### config.mk
export PLATFORM = sky130hd
export DESIGN_NAME = apb_des_stream_if_flat
export DESIGN_NICKNAME = d
export VERILOG_FILES = /design/src/rtl/apb_des_stream_if_if.sv /design/src/rtl/apb_des_stream_if.sv /design/src/flat_wrapper.sv
export SDC_FILE = /design/constraint.sdc
export NUM_CORES = 2
export LEC_CHECK = 0
export CORE_AREA = 8 8 332 334
export DETAILED_ROUTE_END_ITERATION = 10
export DIE_AREA = 0 0 340 342
export PLACE_DENSITY = 0.79
export RECOVER_POWER = 50
export SKIP_LAST_GASP = 1
export SYNTH_ARGS = -nofsm -noshare
export SYNTH_HDL_FRONTEND = slang
export SYNTH_SLANG_ARGS = --single-unit
### constraint.sdc
create_clock -name PCLK -period 9.69 [get_ports PCLK]
set_clock_uncertainty 0.2 [all_clocks]
set_input_delay 1.938 -clock PCLK [delete_from_list [all_inputs] [get_ports PCLK]]
set_output_delay 1.938 -clock PCLK [all_outputs]
set_load 0.05 [all_outputs]
### src/rtl/apb_des_stream_if_if.sv
// APB bus bundle for the DES/3DES host interface; master drives the request, slave returns ready/data/error.
interface apb_des_stream_if_if #(
  parameter int unsigned ADDR_W = 3
);
  logic [ADDR_W-1:0] PADDR;
  logic              PSEL;
  logic              PENABLE;
  logic              PWRITE;
  logic [31:0]       PWDATA;
  logic              PREADY;
  logic [31:0]       PRDATA;
  logic              PSLVERR;

  modport master (
    output PADDR, PSEL, PENABLE, PWRITE, PWDATA,
    input  PREADY, PRDATA, PSLVERR
  );

  modport slave (
    input  PADDR, PSEL, PENABLE, PWRITE, PWDATA,
    output PREADY, PRDATA, PSLVERR
  );
endinterface

### src/rtl/apb_des_stream_if.sv
// APB slave front-end for the DES/3DES core: packs words into tagged blocks, unpacks results, holds keys.
// Optional feature macro: APB_SLVERR_EN (drives PSLVERR on dropped pushes, empty reads and wrong-direction accesses).
module apb_des_stream_if #(
  parameter int unsigned IN_DEPTH  = 8,
  parameter int unsigned OUT_DEPTH = 8,
  parameter int unsigned NUM_KEYS  = 3,
  parameter int unsigned ADDR_W    = 3
) (
  input  logic                    PCLK,
  input  logic                    PRESET,
  apb_des_stream_if_if.slave      apb,
  output logic [63:0]             blk_data,
  output logic                    blk_dec,
  output logic                    blk_valid,
  input  logic                    blk_ready,
  input  logic [63:0]             res_data,
  input  logic                    res_valid,
  output logic                    res_ready,
  output logic [64*NUM_KEYS-1:0]  key_bus,
  output logic                    key_load
);
  localparam int unsigned IN_AW     = $clog2(IN_DEPTH);
  localparam int unsigned OUT_AW    = $clog2(OUT_DEPTH);
  localparam int unsigned KEY_WORDS = 2 * NUM_KEYS;
  localparam int unsigned KP_W      = $clog2(KEY_WORDS);
  localparam int unsigned KEY_W     = 64 * NUM_KEYS;

  localparam logic [ADDR_W-1:0] A_ENC    = ADDR_W'(0);
  localparam logic [ADDR_W-1:0] A_DEC    = ADDR_W'(1);
  localparam logic [ADDR_W-1:0] A_KEY    = ADDR_W'(2);
  localparam logic [ADDR_W-1:0] A_STATUS = ADDR_W'(3);
  localparam logic [ADDR_W-1:0] A_OUT    = ADDR_W'(4);
  localparam logic [ADDR_W-1:0] A_INCNT  = ADDR_W'(5);
  localparam logic [ADDR_W-1:0] A_OUTCNT = ADDR_W'(6);
  localparam logic [ADDR_W-1:0] A_RSV    = ADDR_W'(7);

  logic [64:0]       r_in_mem  [IN_DEPTH];
  logic [63:0]       r_out_mem [OUT_DEPTH];
  logic [IN_AW:0]    r_in_wptr, r_in_rptr;
  logic [OUT_AW:0]   r_out_wptr, r_out_rptr;
  logic [31:0]       r_in_lo;
  logic              r_in_half, r_out_half;
  logic [KP_W-1:0]   r_key_ptr;
  logic [KEY_W-1:0]  r_key_shadow, r_key_bus;
  logic              r_key_load;

  logic              w_access, w_wr, w_rd;
  logic              w_a_enc, w_a_dec, w_a_key, w_a_wo, w_a_ro;
  logic              w_data_wr, w_in_push, w_in_push_ok, w_in_pop, w_in_empty, w_in_full;
  logic              w_out_rd, w_out_pop, w_out_push, w_out_empty, w_out_full;
  logic              w_key_wr, w_key_last;
  logic [IN_AW:0]    w_in_count;
  logic [OUT_AW:0]   w_out_count;
  logic [63:0]       w_out_head;
  logic [KEY_W-1:0]  w_key_shadow_nxt;
  logic [31:0]       w_prdata;
  logic              w_slverr;

  // Access-phase decode; reset masks the bus so the slave looks idle
  assign w_access = apb.PSEL & apb.PENABLE & ~PRESET;
  assign w_wr     = w_access & apb.PWRITE;
  assign w_rd     = w_access & ~apb.PWRITE;
  assign w_a_enc  = (apb.PADDR == A_ENC);
  assign w_a_dec  = (apb.PADDR == A_DEC);
  assign w_a_key  = (apb.PADDR == A_KEY);
  assign w_a_wo   = w_a_enc | w_a_dec | w_a_key;
  assign w_a_ro   = (apb.PADDR == A_STATUS) | (apb.PADDR == A_OUT) |
                    (apb.PADDR == A_INCNT)  | (apb.PADDR == A_OUTCNT);

  assign w_in_empty   = (r_in_wptr == r_in_rptr);
  assign w_in_full    = (r_in_wptr[IN_AW] != r_in_rptr[IN_AW]) &&
                        (r_in_wptr[IN_AW-1:0] == r_in_rptr[IN_AW-1:0]);
  assign w_in_count   = r_in_wptr - r_in_rptr;
  assign w_data_wr    = w_wr & (w_a_enc | w_a_dec);
  assign w_in_push    = w_data_wr & r_in_half;
  assign w_in_pop     = ~w_in_empty & blk_ready;
  // A pop on the same edge frees the slot, so a push into a full FIFO still lands
  assign w_in_push_ok = w_in_push & (~w_in_full | w_in_pop);

  assign w_out_empty  = (r_out_wptr == r_out_rptr);
  assign w_out_full   = (r_out_wptr[OUT_AW] != r_out_rptr[OUT_AW]) &&
                        (r_out_wptr[OUT_AW-1:0] == r_out_rptr[OUT_AW-1:0]);
  assign w_out_count  = r_out_wptr - r_out_rptr;
  assign w_out_head   = r_out_mem[r_out_rptr[OUT_AW-1:0]];
  assign w_out_rd     = w_rd & (apb.PADDR == A_OUT);
  assign w_out_pop    = w_out_rd & r_out_half & ~w_out_empty;
  assign w_out_push   = res_valid & ~w_out_full;

  assign w_key_wr     = w_wr & w_a_key;
  assign w_key_last   = (r_key_ptr == KP_W'(KEY_WORDS - 1));

  always_comb begin
    w_key_shadow_nxt = r_key_shadow;
    for (int k = 0; k < KEY_WORDS; k++) begin
      if (r_key_ptr == KP_W'(k)) w_key_shadow_nxt[k*32 +: 32] = apb.PWDATA;
    end
  end

  // Read mux reflects state before the access-phase edge
  always_comb begin
    w_prdata = 32'd0;
    if (w_rd) begin
      case (apb.PADDR)
        A_STATUS: w_prdata = {27'd0, (r_key_ptr != '0), r_out_half, r_in_half, w_out_empty, w_in_full};
        A_OUT:    if (!w_out_empty) w_prdata = r_out_half ? w_out_head[63:32] : w_out_head[31:0];
        A_INCNT:  w_prdata = 32'(w_in_count);
        A_OUTCNT: w_prdata = 32'(w_out_count);
        default:  w_prdata = 32'd0;
      endcase
    end
  end

`ifdef APB_SLVERR_EN
  assign w_slverr = w_access & ((w_in_push & w_in_full & ~w_in_pop) | (w_out_rd & w_out_empty) |
                                (apb.PADDR == A_RSV) | (w_wr & w_a_ro) | (w_rd & w_a_wo));
`else
  assign w_slverr = 1'b0;
`endif

  assign apb.PREADY  = w_access;
  assign apb.PRDATA  = w_prdata;
  assign apb.PSLVERR = w_slverr;

  assign blk_data  = r_in_mem[r_in_rptr[IN_AW-1:0]][63:0];
  assign blk_dec   = r_in_mem[r_in_rptr[IN_AW-1:0]][64];
  assign blk_valid = ~w_in_empty;
  assign res_ready = ~w_out_full;
  assign key_bus   = r_key_bus;
  assign key_load  = r_key_load;

  // FIFO storage: contents are don't-care until pointers advance past them
  always_ff @(posedge PCLK) begin
    if (w_in_push_ok) r_in_mem[r_in_wptr[IN_AW-1:0]] <= {w_a_dec, apb.PWDATA, r_in_lo};
    if (w_out_push)   r_out_mem[r_out_wptr[OUT_AW-1:0]] <= res_data;
  end

  always_ff @(posedge PCLK) begin
    if (PRESET) begin
      r_in_wptr    <= '0;
      r_in_rptr    <= '0;
      r_out_wptr   <= '0;
      r_out_rptr   <= '0;
      r_in_lo      <= 32'd0;
      r_in_half    <= 1'b0;
      r_out_half   <= 1'b0;
      r_key_ptr    <= '0;
      r_key_shadow <= '0;
      r_key_bus    <= '0;
      r_key_load   <= 1'b0;
    end else begin
      r_key_load <= 1'b0;
      if (w_data_wr) begin
        r_in_half <= ~r_in_half;
        if (!r_in_half) r_in_lo <= apb.PWDATA;
      end
      if (w_in_push_ok) r_in_wptr <= r_in_wptr + 1'b1;
      if (w_in_pop)     r_in_rptr <= r_in_rptr + 1'b1;
      if (w_out_push)   r_out_wptr <= r_out_wptr + 1'b1;
      if (w_out_pop)    r_out_rptr <= r_out_rptr + 1'b1;
      if (w_out_rd && !w_out_empty) r_out_half <= ~r_out_half;
      if (w_key_wr) begin
        r_key_shadow <= w_key_shadow_nxt;
        if (w_key_last) begin
          r_key_bus  <= w_key_shadow_nxt;
          r_key_ptr  <= '0;
          r_key_load <= 1'b1;
        end else begin
          r_key_ptr <= r_key_ptr + 1'b1;
        end
      end
    end
  end
endmodule

### src/flat_wrapper.sv
// flat-port wrapper written by rule: the top's interface ports become plain ports
module apb_des_stream_if_flat 
#(
  parameter int unsigned IN_DEPTH  = 8,
  parameter int unsigned OUT_DEPTH = 8,
  parameter int unsigned NUM_KEYS  = 3,
  parameter int unsigned ADDR_W    = 3
)
  (PCLK, PRESET, blk_data, blk_dec, blk_valid, blk_ready, res_data, res_valid, res_ready, key_bus, key_load, apb_PADDR, apb_PSEL, apb_PENABLE, apb_PWRITE, apb_PWDATA, apb_PREADY, apb_PRDATA, apb_PSLVERR);
  apb_des_stream_if_if #(.ADDR_W(ADDR_W)) apb_i ();
  input  logic PCLK;
  input  logic PRESET;
  output logic [63:0] blk_data;
  output logic blk_dec;
  output logic blk_valid;
  input  logic blk_ready;
  input  logic [63:0] res_data;
  input  logic res_valid;
  output logic res_ready;
  output logic [64*NUM_KEYS-1:0] key_bus;
  output logic key_load;
  input wire logic [$bits(apb_i.PADDR)-1:0] apb_PADDR;
  input wire logic [$bits(apb_i.PSEL)-1:0] apb_PSEL;
  input wire logic [$bits(apb_i.PENABLE)-1:0] apb_PENABLE;
  input wire logic [$bits(apb_i.PWRITE)-1:0] apb_PWRITE;
  input wire logic [$bits(apb_i.PWDATA)-1:0] apb_PWDATA;
  output wire logic [$bits(apb_i.PREADY)-1:0] apb_PREADY;
  output wire logic [$bits(apb_i.PRDATA)-1:0] apb_PRDATA;
  output wire logic [$bits(apb_i.PSLVERR)-1:0] apb_PSLVERR;
  assign apb_i.PADDR = apb_PADDR;
  assign apb_i.PSEL = apb_PSEL;
  assign apb_i.PENABLE = apb_PENABLE;
  assign apb_i.PWRITE = apb_PWRITE;
  assign apb_i.PWDATA = apb_PWDATA;
  assign apb_PREADY = apb_i.PREADY;
  assign apb_PRDATA = apb_i.PRDATA;
  assign apb_PSLVERR = apb_i.PSLVERR;
  apb_des_stream_if #(.IN_DEPTH(IN_DEPTH), .OUT_DEPTH(OUT_DEPTH), .NUM_KEYS(NUM_KEYS), .ADDR_W(ADDR_W)) u_core (.PCLK(PCLK), .PRESET(PRESET), .apb(apb_i), .blk_data(blk_data), .blk_dec(blk_dec), .blk_valid(blk_valid), .blk_ready(blk_ready), .res_data(res_data), .res_valid(res_valid), .res_ready(res_ready), .key_bus(key_bus), .key_load(key_load));
endmodule
# ---- Word-level counts from Yosys, hierarchy flattened
# Memories as Yosys holds them, arrays and structs flattened. A register that Yosys moved wholly into a read port is not among the register bits.
# Index checks and enable logic that the tools add are counted.
# Widths: inputs -> output; s select.
dict set report op_classes {
  multipliers 0
  n_reduce_logical 10
  add_sub_neg 7
  mux 20
  shifts 0
  n_lt_le_gt_ge 0
  eq_ne 17
  div_mod_pow 0
  bitwise 24
}
# cell count
set op_table {}
lappend op_table {{$mux 32} 9}
lappend op_table {{$pmux 32 s4} 1}
lappend op_table {{$add 4x1->4 const B} 4}
lappend op_table {{$eq 3x3->1 const B} 5}
lappend op_table {{$mux 3} 5}
lappend op_table {{$and 1x1->1} 13}
lappend op_table {{$eq 3x2->1 const B} 4}
lappend op_table {{$not 1->1} 9}
lappend op_table {{$eq 4x4->1} 2}
lappend op_table {{$sub 4x4->4} 2}
lappend op_table {{$eq 3x1->1 const B} 2}
lappend op_table {{$eq 3x3->1} 2}
lappend op_table {{$logic_not 3->1} 2}
lappend op_table {{$mux 1} 5}
lappend op_table {{$reduce_and 2->1} 2}
lappend op_table {{$add 3x1->3 const B} 1}
lappend op_table {{$logic_and 1x1->1} 3}
lappend op_table {{$reduce_bool 3->1} 1}
lappend op_table {{$ne 1x1->1} 2}
lappend op_table {{$or 1x1->1} 2}
lappend op_table {{$reduce_or 2->1} 1}
lappend op_table {{$logic_not 1->1} 1}
dict set report totals {
  mem_bits_ro 0
  memories 2
  in_bits 106
  ramBits 1032
  elab_cells 91
  latchBits 0
  ff_bits 438
}
# name words width read_ports rd_clocked_by_memory_dff wr line_no
set memory_table {}
lappend memory_table {u_core.r_in_mem 8 65 1 1 1 apb_des_stream_if.sv:37} ;# logic [64:0] r_in_mem [IN_DEPTH];
lappend memory_table {u_core.r_out_mem 8 64 1 1 1 apb_des_stream_if.sv:38} ;# logic [63:0] r_out_mem [OUT_DEPTH];

# ---- Logic depth before layout (Yosys ltp)
dict set report depth {
  depth_word 8
  depth_mapped 11
}

# ---- Worst setup path after synthesis
# OpenSTA, ideal clock, no wires.
dict set report synth_timing {
  path_type {input -> register}
  startpoint {in PRESET}
  endpoint {mem u_core.r_in_mem[7][0] (enable)}
  setup_time_ns 0.655
  t_arrival_ns 9.295
  stages 4
  path_buffers 1
  setup_slack_ns -0.459
  cell_sequence {buf_2 > nand3b_4 > or4b_2 > nor4_1}
}
dict set report synth_via {
  elab_chain_len 8
}
# item line_no
set synth_lines {}
lappend synth_lines {{from (decl)} flat_wrapper.sv:12} ;# input logic PRESET;
lappend synth_lines {{$not 1->1} apb_des_stream_if.sv:60} ;# assign w_access = apb.PSEL & apb.PENABLE & ~PRESET;
lappend synth_lines {{$and 1x1->1} apb_des_stream_if.sv:60}
lappend synth_lines {{$and 1x1->1} apb_des_stream_if.sv:61} ;# assign w_wr = w_access & apb.PWRITE;
lappend synth_lines {{$and 1x1->1} apb_des_stream_if.sv:74} ;# assign w_data_wr = w_wr & (w_a_enc | w_a_dec);
lappend synth_lines {{$and 1x1->1} apb_des_stream_if.sv:75} ;# assign w_in_push = w_data_wr & r_in_half;
lappend synth_lines {{$and 1x1->1} apb_des_stream_if.sv:78} ;# assign w_in_push_ok = w_in_push & (~w_in_full | w_in_pop);
lappend synth_lines {{$mux 1} apb_des_stream_if.sv:133} ;# if (w_in_push_ok) r_in_mem[r_in_wptr[IN_AW-1:0]] <= {w_a_dec, apb.PWDATA, r_in_lo};
lappend synth_lines {{$mux 1 (implied by the code)} apb_des_stream_if.sv:133}
lappend synth_lines {{to (decl)} apb_des_stream_if.sv:37}
# No other way between the ends.

# ---- Worst setup path in the final report
dict set report layout_timing {
  startpoint {in PRESET}
  endpoint {out apb_PRDATA[4]}
}
dict set report layout_via {
  elab_chain_len 4
}
# item line_no
set layout_lines {}
lappend layout_lines {{$not 1->1} apb_des_stream_if.sv:60}
lappend layout_lines {{$and 1x1->1} apb_des_stream_if.sv:60}
lappend layout_lines {{$and 1x1->1} apb_des_stream_if.sv:62} ;# assign w_rd = w_access & ~apb.PWRITE;
lappend layout_lines {{$mux 32} apb_des_stream_if.sv:102} ;# if (w_rd) begin
lappend layout_lines {{to (decl)} flat_wrapper.sv:28} ;# output wire logic [$bits(apb_i.PRDATA)-1:0] apb_PRDATA;
# No other way between the ends.

==> metrics.csv <==
metric,value,unit
post-CTS setup buffer count,0,
global route hottest layer,met2,
CTS H-Tree Depth,4,
worst-path cell with the longest stage delay,clkbuf_2,
Synth Instances,3391,
Initial Utilization,51.77,%
startpoint types,input pin,
Worst R2R Setup Slack,4.98,ns
Synth Warn #,0,
hold buffers post-CTS,0,
violated checks,"max-capacitance violations, max-slew violations",
Synth Flop Type,edfxtp_1,
Worst VDD drop,0.1640,mV
status,"complete, but fails checks",
DP HPWL,82.10,mm
# resized after CTS,0,
Relative slew margins,-182.3,%
gr ovfl total,0,
final setup margin,1.708,ns
Max-Cap Viols,25,
Slew @ Worst Pin,4.235,ns
DIE WIDTH,340,um
Clock Tree Buf Depth,3,
Die H,342,um
#FFs+latches synth,1444,
Worst EP required,7.55,ns
"Seq/Total Area, Yosys",72.41,%
pre-CTS setup slack,2.434,ns
final hold violations,0,
CTS Root Cell,clkbuf_16,
critical path data arrival time,5.84,ns
Worst-path clk slew,0.06,ns
final WL,139.3,mm
Vias,30970,
Final Net Count,3881,
gpl congestion,0.8631,
fmax,125.3,MHz
Mapped Avg Cell Area,15.98,sq um
Pwr Density,192.7,nW/um^2
async set-reset flop share out of synthesis,0,%
Netlist cell types,51,
Post-DRT Antenna Nets,0,
crit path time final,7.982,ns
CTS Sinks,1444,
Pre-antenna DRT Iters,7,
R2R Path End,u_core.r_out_mem[6][57],
GR Util met3,5.916,%
Core Rows,119,
initial DRC count,3359,
WHS Endpoint,u_core.key_bus[142],
M1 GR Usage,29.78,%
Hold Startpoint,u_core.r_key_shadow[142],
Post-synth EDFFs,1032,
I/O pins,400,
hold path cells,2,
vias in the first global route,30510,
worst-path cell chain,clkbuf_2 > nand3b_1 > nor2_1 > nand2_1 > buf_4 > o21ai_0 > clkdlybuf4s50_1,
Core Region,104700,sq um
"Setup violations, final",0,
P_leak,21.22,nW
largest net degree at the start of global routing,145,
Worst Reg-to-Reg Cells,6,
initial antenna violation count,27,
TritonCTS clock tree,yes,
crit end category,output pin,
worst hold path type,flop to flop,
Worst path max stage delay,1.20,ns
gr usage total,23.20,%
synthesized cell area,54190,sq um
share of layout cells above drive strength 1,15.35,%
fin crit share,82.38,%
detailed-route DRC error count,0,
I/O Buffers,398,
CTS Buf Count,143,
Syn-to-layout area delta,18.34,%
worst setup path category,input pin to output pin,
DIE AREA,116300,sq um
crit path max fanout,109,
grt met2 use,37.94,%
Reg2Reg Launch Point,u_core.r_out_wptr[2],
Routed WL per cell,26.36,um
DR vias/cell,5.861,
clk_lat worst skew,0.75,ns
RSZ-0062 raised after global routing,no,
first-pass GRT wire length,202.3,mm
final setup TNS,0,ns
syn nets,3510,
pins over their slew limit,680,
==> synthesized netlist by cell type, types with 4 or more instances <==
cell	n	area (sq um)
inv_1	13	48.80
o22ai_1	5	31.28
nor2_1	161	604.3
nor2b_1	29	181.4
xnor2_1	13	113.9
mux2_2	68	765.7
or3_1	5	31.28
clkbuf_1	182	683.2
nor3_1	8	40.04
buf_2	31	155.2
dfxtp_1	412	8248
mux4_2	256	5766
nor3b_1	6	45.04
o21ai_0	7	35.03
and3_1	4	25.02
ha_1	11	137.6
buf_4	16	120.1
a21oi_1	275	1376
buf_1	19	71.32
edfxtp_1	1032	30990
nand2b_1	7	43.79
mux2i_1	164	1642
nand3_1	8	40.04
a211oi_1	88	660.6
xor2_1	4	35.03
nand2_1	536	2012
==> worst max path at each step <==
stage / cells past startpoint / endpoint / start / slack (ns)
5_1_grt: 7 / apb_PRDATA[4] / PRESET / 1.44
2_1_floorplan: 6 / u_core.r_in_mem[4][0] / PRESET / 0.87
3_3_place_gp: 7 / apb_PRDATA[4] / apb_PADDR[2] / 2.51
3_5_place_dp: 7 / apb_PRDATA[4] / apb_PADDR[2] / 2.43
6_report: 7 / apb_PRDATA[4] / PRESET / 1.71
4_1_cts: 7 / apb_PRDATA[4] / apb_PADDR[2] / 2.41
==> cell families after synthesis <==
family | Yosys count | synth area share, %
other cells | 1 | 0.006921
flops | 1444 | 72.41
buf+inv | 263 | 2.020
mux | 488 | 15.08
xor+xnor | 17 | 0.2748
compound gates | 385 | 4.034
simple gates | 780 | 5.840
fa+ha+maj | 13 | 0.3279
==> final cells by class <==
cell class	count	area (sq um)
antenna	18	45.04
clock inverter	65	725.7
inverter	14	57.56
timing repair buffer	475	4451
tap	1391	1740
multi-input combinational	1684	13940
fill	7385	40550
clock buffer	193	3904
sequential	1444	39260
==> power breakdown <==
group | switching [W] | internal, W
clock | 0.00233 | 0.00310
combinational | 0.000195 | 0.0000737
sequential | 0.0000149 | 0.00664
total | 0.00254 | 0.00982
==> sequential cells by signal, summed over array words and instances (netlist names), named ones only <==
name,cells
u_core.r_key_ptr,3
u_core.key_bus,192
u_core.r_in_wptr,4
u_core.r_key_shadow,160
u_core.r_out_rptr,4
u_core.r_out_mem,512
u_core.r_in_lo,32
u_core.r_out_wptr,4
u_core.r_in_half,1
u_core.r_in_mem,520
u_core.r_out_half,1
u_core.r_in_rptr,4
u_core.key_load,1
==> through the flow <==
| stage | hold WS, ns | util, % | total power [W] | instances | cell area, sq um |
|---|---|---|---|---|---|
| CTS | 0.2363 | 61.41 | 0.01245 | 5266 | 64280 |
| finish | 0.2457 | 61.26 | 0.01236 | 5284 | 64120 |
| global placement | 0.2368 | 56.99 | 0.007054 | 5008 | 59650 |
| detailed placement | 0.2429 | 56.99 | 0.007063 | 5008 | 59650 |
| global route | 0.2658 | 61.23 | 0.01268 | 5271 | 64090 |
| floorplan | 0.2305 | - | 0.006894 | 3391 | 54190 |
==> routing by layer <==
metal	share of wire [%]	routed length (um)	up-vias
li1	-	-	13480
met1	38	52660	15800
met5	0.048	67	-
met4	4.1	5771	10
met3	9.4	13140	278
met2	49	67650	1401
==> placed cells by master, fill, tap and decap left out, types with 6 or more instances in the layout <==
| master | n |
|---|---|
| xnor2_1 | 13 |
| mux2i_1 | 164 |
| dfxtp_4 | 6 |
| nor2b_1 | 29 |
| diode_2 | 18 |
| nand2b_1 | 7 |
| a21oi_1 | 275 |
| o21ai_0 | 7 |
| clkbuf_16 | 147 |
| edfxtp_1 | 1032 |
| mux2_2 | 68 |
| mux4_2 | 256 |
| clkinv_1 | 18 |
| a211oi_1 | 88 |
| buf_4 | 40 |
| nand2_1 | 536 |
| clkdlybuf4s50_1 | 207 |
| clkbuf_1 | 74 |
| nand3_1 | 7 |
| clkinv_2 | 18 |
| inv_1 | 12 |
| bufinv_16 | 9 |
| ha_1 | 10 |
| dlygate4sd3_1 | 190 |
| dfxtp_1 | 405 |
| nor2_1 | 159 |
==> worst max-delay path, delay by kind of cell <==
family                 cells  cell delay (ns)
and+or+nand+nor            3             1.10
buffers and inverters      3             2.37
AOI/OAI and AO/OA          1             0.39
No activity file was read; power rests on OpenSTA's default activity.
